**src/rtl/tx_packet_ctrl.sv**
```systemverilog
// USB full-speed transmit sequencer: bit timing, SYNC/PID/DATA serialisation,
// bit stuffing, EOP and inter-packet gap. All line outputs are registered.
module tx_packet_ctrl #(
    parameter int CLKS_PER_BIT = 8,
    parameter int IPG_BITS     = 2
) (
    input  logic       clk,
    input  logic       rst,
    input  logic       tx_start,
    input  logic [3:0] tx_pid,
    input  logic [7:0] tx_data,
    input  logic       tx_data_valid,
    output logic       data_pop,
    output logic       tx_bit,
    output logic       tx_se0,
    output logic       tx_oe,
    output logic       bit_strobe,
    output logic       tx_busy,
    output logic       tx_done,
    output logic [2:0] dbg_state
);

    localparam int TW = $clog2(CLKS_PER_BIT);
    localparam int IW = $clog2(IPG_BITS + 1);

    typedef enum logic [2:0] {
        S_IDLE, S_SYNC, S_PID, S_DATA, S_STUFF, S_EOP_SE0, S_EOP_J, S_IPG
    } state_t;

    state_t        state, state_d, resume, resume_d, bnd_from;
    logic [TW-1:0] timer, timer_d;
    logic [7:0]    sr, sr_d;
    logic [2:0]    idx, idx_d;
    logic [2:0]    ones, ones_d;
    logic [IW-1:0] ipg, ipg_d;
    logic [3:0]    pid_q, pid_d;
    logic          boundary, pop_d, done_d;
    logic          bit_d, se0_d, oe_d, strobe_d, busy_d;

    wire bit_last  = (timer == TW'(CLKS_PER_BIT - 1));
    wire pre_last  = (timer == TW'(CLKS_PER_BIT - 2));
    wire stuff_due = sr[0] && (ones == 3'd5);

    assign dbg_state = state;

    always_ff @(posedge clk) begin
        if (rst) begin
            state      <= S_IDLE;
            resume     <= S_IDLE;
            timer      <= '0;
            sr         <= '0;
            idx        <= '0;
            ones       <= '0;
            ipg        <= '0;
            pid_q      <= '0;
            data_pop   <= 1'b0;
            tx_bit     <= 1'b1;
            tx_se0     <= 1'b0;
            tx_oe      <= 1'b0;
            bit_strobe <= 1'b0;
            tx_busy    <= 1'b0;
            tx_done    <= 1'b0;
        end else begin
            state      <= state_d;
            resume     <= resume_d;
            timer      <= timer_d;
            sr         <= sr_d;
            idx        <= idx_d;
            ones       <= ones_d;
            ipg        <= ipg_d;
            pid_q      <= pid_d;
            data_pop   <= pop_d;
            tx_bit     <= bit_d;
            tx_se0     <= se0_d;
            tx_oe      <= oe_d;
            bit_strobe <= strobe_d;
            tx_busy    <= busy_d;
            tx_done    <= done_d;
        end
    end

    always_comb begin
        state_d  = state;
        resume_d = resume;
        sr_d     = sr;
        idx_d    = idx;
        ones_d   = ones;
        ipg_d    = ipg;
        pid_d    = pid_q;
        timer_d  = (state == S_IDLE || bit_last) ? '0 : timer + TW'(1);
        boundary = 1'b0;
        bnd_from = state;
        pop_d    = 1'b0;
        done_d   = 1'b0;
        case (state)
            S_IDLE: begin
                if (tx_start && !tx_done) begin
                    state_d = S_SYNC;
                    pid_d   = tx_pid;
                    sr_d    = 8'h80;
                    idx_d   = '0;
                    ones_d  = '0;
                    timer_d = '0;
                end
            end
            S_SYNC, S_PID, S_DATA: begin
                // The pop decision is made one cycle early so data_pop can be a
                // register that is high on the boundary cycle itself.
                if (pre_last && idx == 3'd7 && !stuff_due && state != S_SYNC)
                    pop_d = tx_data_valid;
                if (bit_last) begin
                    ones_d = sr[0] ? ones + 3'd1 : 3'd0;
                    if (stuff_due) begin
                        state_d  = S_STUFF;
                        resume_d = state;
                        ones_d   = '0;
                        sr_d     = sr >> 1;
                        idx_d    = idx + 3'd1;
                    end else if (idx == 3'd7) begin
                        boundary = 1'b1;
                    end else begin
                        sr_d  = sr >> 1;
                        idx_d = idx + 3'd1;
                    end
                end
            end
            S_STUFF: begin
                // idx wrapped to 0 means the stuffed bit followed bit 7.
                if (pre_last && idx == 3'd0 && resume != S_SYNC)
                    pop_d = tx_data_valid;
                if (bit_last) begin
                    if (idx == 3'd0) begin
                        boundary = 1'b1;
                        bnd_from = resume;
                    end else begin
                        state_d = resume;
                    end
                end
            end
            S_EOP_SE0: begin
                if (bit_last) begin
                    if (idx == 3'd1) begin
                        state_d = S_EOP_J;
                        idx_d   = '0;
                    end else begin
                        idx_d = idx + 3'd1;
                    end
                end
            end
            S_EOP_J: begin
                if (bit_last) begin
                    state_d = S_IPG;
                    ipg_d   = '0;
                end
            end
            S_IPG: begin
                if (bit_last) begin
                    if (ipg == IW'(IPG_BITS - 1)) begin
                        state_d = S_IDLE;
                        done_d  = 1'b1;
                    end else begin
                        ipg_d = ipg + IW'(1);
                    end
                end
            end
            default: state_d = S_IDLE;
        endcase
        if (boundary) begin
            idx_d = '0;
            if (bnd_from == S_SYNC) begin
                state_d = S_PID;
                sr_d    = {~pid_q, pid_q};
            end else if (data_pop) begin
                state_d = S_DATA;
                sr_d    = tx_data;
            end else begin
                state_d = S_EOP_SE0;
            end
        end
    end

    always_comb begin
        oe_d = (state_d != S_IDLE) && (state_d != S_IPG);
        case (state_d)
            S_SYNC, S_PID, S_DATA: bit_d = sr_d[0];
            S_STUFF, S_EOP_SE0:    bit_d = 1'b0;
            default:               bit_d = 1'b1;
        endcase
        se0_d    = (state_d == S_EOP_SE0);
        strobe_d = oe_d && (timer_d == '0);
        busy_d   = (state_d != S_IDLE) || done_d;
    end

endmodule

```
**config.mk**
```make
export PLATFORM = sky130hd
export DESIGN_NAME = tx_packet_ctrl
export DESIGN_NICKNAME = d
export VERILOG_FILES = /design/src/rtl/tx_packet_ctrl.sv
export SDC_FILE = /design/constraint.sdc
export NUM_CORES = 1
export LEC_CHECK = 0
export ABC_AREA = 0
export ABC_CLOCK_PERIOD_IN_PS = 2200
export CAP_MARGIN = 20
export CORE_ASPECT_RATIO = 1.1
export CORE_MARGIN = 3
export CORE_UTILIZATION = 35
export CTS_CLUSTER_SIZE = 25
export DETAILED_ROUTE_END_ITERATION = 7
export PLACE_DENSITY_LB_ADDON = 0.08
export SLEW_MARGIN = 20
export SYNTH_ARGS = -nofsm -noshare
export SYNTH_HDL_FRONTEND = slang
export SYNTH_SLANG_ARGS = --single-unit
```
**constraint.sdc**
```tcl
create_clock -name clk -period 2.2 [get_ports clk]
set_input_delay 0.44 -clock clk [delete_from_list [all_inputs] [get_ports clk]]
set_output_delay 0.44 -clock clk [all_outputs]
set_load 0.01 [all_outputs]
```
### Word level (Yosys, flattened, before mapping)

Cells that the tools add are included.

* flip-flop bits (word level): 36
* input bits: 16
* output and inout port bits: 10
* word-level logic and storage cells: 134

* add/sub/neg operators: 4
* equal/unequal tests: 29
* muxes and demuxes: 56
* bitwise gates (word level): 1
* reductions and logical operators: 29

Operators with widths (count)
* 2-to-1 mux 3 bit: 28
* 2-to-1 mux 8 bit: 7
* equality test 3 bit, second input constant: 10
* case mux 3 bit (6 select lines): 1
* case mux 8 bit (2 select lines): 1
* equality test 3 x 1 -> 1 bit, second input constant: 4
* equality test 3 x 2 -> 1 bit, second input constant: 4
* 2-to-1 mux 1 bit: 10
* inequality test 2 bit, second input constant: 5
* adder 3 x 1 -> 3 bit, second input constant: 3
* logical AND 1 bit: 9
* logical NOT 3 bit: 3
* case mux 3 bit (3 select lines): 1
* 2-to-1 mux 2 bit: 3
* inequality test 3 x 1 -> 1 bit, second input constant: 2
* inequality test 3 bit, second input constant: 2
* case mux 1 bit (2 select lines): 3
* case mux 3 bit (2 select lines): 1
* AND reduction 3 bit: 2
* nonzero test 3 bit: 2
* OR reduction 3 bit: 2
* AND reduction 5 bit: 1
* NOT 4 bit: 1
* case mux 2 bit (2 select lines): 1
* other kinds (9): 13

### Logic depth before layout (Yosys ltp)

Gate-level depths: netlist of run 1.

* depth after elaboration: 10
* gate-level depth with buffers: 8
* gate-level depth less buffers: 7

### Worst setup path before layout of run 1

Ideal clock, no wire load.

* kind: register to register
* start point: register timer[0]
* end point: register tx_bit
* setup time: 0.132 ns
* arrival: 1.947 ns
* data required time: 2.068 ns
* setup slack: 0.121 ns
* stages on the path, launching flop included: 8
* path buffers: 0
* period minus slack after synthesis: 2.079 ns
* path through: dfxtp_1 -> ha_1 -> ha_1 -> and4_1 -> o21ai_1 -> a21oi_1 -> a2111oi_2 -> a32oi_1

* cells in the longest elaborated chain, start to end: 9
* elaborated cells on any way between the ends: 28
* those cells by class: eq/ne: 7; mux: 19; reduce/logical: 2

Ends and longest elaborated chain
* start, declared: line 31 `logic [TW-1:0] timer, timer_d;`
* start signal, assigned: line 66 `timer <= timer_d;`
* equality test 3 bit *: line 40 `wire bit_last = (timer == TW'(CLKS_PER_BIT - 1));`
* 2-to-1 mux 3 bit: line 131 `if (bit_last) begin`
* 2-to-1 mux 3 bit: line 95 `case (state)`
* equality test 3 x 1 -> 1 bit: line 170 `if (bnd_from == S_SYNC) begin`
* 2-to-1 mux 3 bit: line 170
* 2-to-1 mux 3 bit: line 168 `if (boundary) begin`
* equality test 3 x 1 -> 1 bit (tied with other cells): line 184 `case (state_d)`
* OR reduction 3 bit / OR reduction 2 bit (equally long branches): line 184
* case mux 1 bit (2 select lines) *: line 184
* end signal, assigned: line 73 `tx_bit <= bit_d;`
* end, declared: line 14 `output logic tx_bit,`

Every way passes the cells marked *; elsewhere a longest branch is shown, timed or not.
A chain may end at the register's enable or synchronous reset.

### Worst setup path after layout of run 1

* start point: register timer[0]
* end point: register tx_se0

* cells in the longest elaborated chain, start to end: 7
* elaborated cells on any way between the ends: 16
* those cells by class: eq/ne: 3; mux: 13

Ends and longest elaborated chain
* equality test 3 bit *: line 40
* 2-to-1 mux 3 bit: line 131
* 2-to-1 mux 3 bit: line 95
* equality test 3 x 1 -> 1 bit: line 170
* 2-to-1 mux 3 bit: line 170
* 2-to-1 mux 3 bit *: line 168
* equality test 3 bit *: line 189 `se0_d = (state_d == S_EOP_SE0);`
* end signal, assigned: line 58 `tx_se0 <= 1'b0;`
* end signal, assigned: line 74 `tx_se0 <= se0_d;`
* end, declared: line 15 `output logic tx_se0,`

Marked as above.

==> flow_metrics.py, run 1 <==
metrics = {
    "sta": {
        "hold_viol": 0,
        "setup_violations": 0,
        "finClkSkew_ns": 0.00612,
        "worst_slew_pin_slew_ns": 0.502,
        "maxSlewViolCount": 0,
        "fmax_ghz": 0.469,
        "post-route-min-period_ns": 2.13,
        "relSlewSlack": 0.665,
        "rsz0062_at_grt": "true",
        "final.setup.worst_slack_ns": 0.0657,
        "fin_crit_sh": 0.970,
    },
    "power_and_ir_drop": {
        "peakVddDrop_v": 0.000331,
        "p_per_area_nw_per_um2": 484,
        "power_leakage_nw": 1.04,
    },
    "logic_synthesis": {
        "synthDistinctLibCells": 56,
        "synth-main-ff-cell": "dfxtp_1",
        "syn_area_um2": 2120,
        "yosysWarnings": 0,
        "synth_top_cell_area_share": 0.339,
        "synth.area.top_cells": "dfxtp_1, ha_1, a21oi_1",
        "synth_area_leader_cell": "dfxtp_1",
        "avgSynthCellArea_um2": 8.27,
        "syn-num-nets": 284,
        "yosys.cell_count.top_type": "dfxtp_1",
        "ys_ff_latch": 36,
        "syn-instance-count": 257,
        "seq_area_frac_synth": 0.339,
        "synth_edf_count": 0,
        "synthArstFlopShare": 0,
        "synthTopCellsByCount": "dfxtp_1, nand2_1, a21oi_1",
    },
    "clocking": {
        "insertion_delay_ns": 0.29,
        "cts_inserted_buffers": 5,
        "cts_hold_buf": 0,
        "cts_tree": "done",
        "path_clk_slew_ns": 0.07,
        "htree_levels": 2,
        "root_buffer": "clkbuf_8",
        "cts.path.max_buffers": 2,
        "cts_sinks": 36,
    },
    "floorplanning": {
        "die_area_um2": 7040,
        "core_area_um2": 5840,
        "fp.dieW_um": 80.3,
        "initial_utilization": 0.364,
        "die_y_um": 87.7,
        "io_pins": 26,
        "rows": 29,
    },
    "final_layout": {
        "register_area_um2": 723,
        "stdcell_area_um2": 2840,
        "drive_gt1_frac": 0.200,
        "area_delta_synth_final_pct": 33.5,
        "nNetsFinal": 332,
        "multi_input_area_um2": 1430,
        "fillers": 589,
        "utilization": 0.485,
        "n_antenna_cell": 0,
    },
    "hold_path": {
        "worstHoldPathType": "flip-flop to flip-flop",
    },
    "route": {
        "drt_iter0_markers": 110,
        "antenna_left": 0,
        "routed_via_density": 5.46,
        "wire_per_inst_um": 16.2,
        "wirelength_um": 6200,
        "drc": 0,
        "dr.pass1.iters": 4,
        "dr_total_vias": 2084,
    },
    "critical_path": {
        "crit_type": "flip-flop to flip-flop",
        "path_buf_inv": 3,
        "cp_max_fo": 9,
        "cp_data_required_time_ns": 2.38,
        "cpPeakStageDelay_ns": 0.33,
        "startpoint_type": "flip-flop",
        "crit_chain": "ha_2 > ha_2 > buf_4 > buf_4 > inv_2 > a211o_1 > a21o_1 > a31o_1 > nor3b_2",
        "crit_arrival_ns": 2.32,
        "endpoint_kind": "flip-flop",
        "cpLargestDelayFamily": "compound AO/OA/AOI/OAI gates",
        "cp_slowest_cell": "dfxtp_2",
    },
    "placed_design": {
        "hpwl_um": 4730,
        "pre_cts_slack_ns": -0.0873,
        "io_buffer_count": 25,
        "placed_area_um2": 2640,
        "gp_congestion": 0.862,
    },
    "global_route": {
        "first_global_vias": 1972,
        "antenna_found_initial": 0,
        "grt_pass1_wl_um": 9970,
        "gr-total-overflow": 0,
        "grt_max_degree": 25,
        "grtUsageTotal": 0.183,
    },
    "flow_run": {
        "drv_cap": 0,
    },
    "outcome": {
        "status": "finished, final reports clean",
    },
}
## state kept, by name (all words and copies together) (netlist names), 2 cells and up
name,flops
resume,3
sr,8
pid_q,4
timer,3
ipg,2
ones,3
dbg_state,3
idx,3
## timing repair
item,4_1_cts,5_1_grt
hold endpoints to repair,0,0
setup endpoints to repair,5,9
buffers inserted,0,0
pin swaps,0,9
resized for setup,1,20
## tightest hold or removal path, cell delays in order (launching register included)
cell      delay, ns
dfxtp_1        0.31
nand2_1        0.05
a311oi_1       0.07
## cell families after synthesis
group | Yosys count | synth area share
and+or+nand+nor | 109 | 0.276
AOI/OAI and AO/OA | 74 | 0.253
DFF | 36 | 0.339
buffers and inverters | 22 | 0.0448
adders and majority gates | 11 | 0.0648
xor gates and xnor gates | 3 | 0.0124
muxes | 2 | 0.0100
## where the power goes
group	internal [mW]	switching [mW]	total, mW	leakage, nW
sequential	0.672	0.0164	0.688	0.294
combinational	0.112	0.117	0.229	0.701
clock	0.216	0.239	0.454	0.0410
## layout make-up
class / count / share of cell area
multi-input cells: 199 / 0.504
flip-flops and latches: 36 / 0.255
repair buffers: 53 / 0.167
well taps: 77 / 0.0340
clock buffers: 6 / 0.0256
inverters: 10 / 0.0132
clock inverters: 1 / 0.00177
## placed cells by master, fill, tap and decap left out, types with 2 or more instances in the layout
cell type	synthesis	final
o32ai_4	0	2
nor4_1	5	4
a221oi_1	4	3
xor2_1	2	2
or3_1	2	2
clkbuf_8	0	5
dfxtp_1	36	34
o21a_1	3	3
inv_1	9	9
nand3_1	17	17
nand4_1	2	2
nor4bb_1	3	2
nand2_1	26	26
a22oi_1	3	3
dfxtp_2	0	2
o21ai_0	6	6
o22ai_1	3	3
nand3b_1	4	4
and3_1	5	5
o21ai_1	3	2
a311oi_1	3	3
a32oi_1	2	2
nand2b_1	4	4
nor3_1	6	6
nor2_1	21	20
o211ai_1	3	3
buf_4	0	27
ha_2	0	2
nor3_2	2	2
a21oi_1	23	22
ha_1	11	9
nor2b_1	5	5
o21bai_1	3	3
clkdlybuf4s50_1	0	25
a21o_1	2	2
## metal layers
metal / vias up / routed length, um / global-route usage
met5: - / 0 / 0
met2: 48 / 3050 / 0.307
li1: 1048 / - / -
met4: 0 / 94 / 0.0568
met3: 8 / 232 / 0.0360
met1: 980 / 2820 / 0.237
## path summary, 6_finish.rpt
kind | startpoint | to | slack [ns] | depth (start not counted)
max reg2reg | timer[0]$_SDFF_PP0_ | tx_se0$_SDFF_PP0_ | 0.07 | 9
min reg2reg | sr[6]$_SDFF_PP0_ | sr[5]$_SDFF_PP0_ | 0.48 | 2
max | timer[0]$_SDFF_PP0_ | tx_se0$_SDFF_PP0_ | 0.07 | 9
min | sr[6]$_SDFF_PP0_ | sr[5]$_SDFF_PP0_ | 0.48 | 2
## metrics by stage
stage / TNS, ns / hold WS [ns] / total power [mW] / std cells
floorplan: 0 / 0.449 / 0.816 / 257
global placement: 0 / 0.472 / 0.915 / 375
detailed placement: -0.230 / 0.476 / 0.914 / 375
CTS: 0 / 0.486 / 1.37 / 382
global route: -0.162 / 0.512 / 1.45 / 382
finish: 0 / 0.483 / 1.37 / 382
Power figures use the tool's default switching activity.
==> run 2: changes to the inputs <==
--- a/config.mk
+++ b/config.mk
@@ -7,7 +7,7 @@
 export LEC_CHECK = 0
 export ABC_AREA = 0
 export ABC_CLOCK_PERIOD_IN_PS = 2200
-export CAP_MARGIN = 20
+export CAP_MARGIN = 30
 export CORE_ASPECT_RATIO = 1.1
 export CORE_MARGIN = 3
 export CORE_UTILIZATION = 35
==> results of run 2 <==
No change in the layout: final DEF, timing and power equal those of run 1.
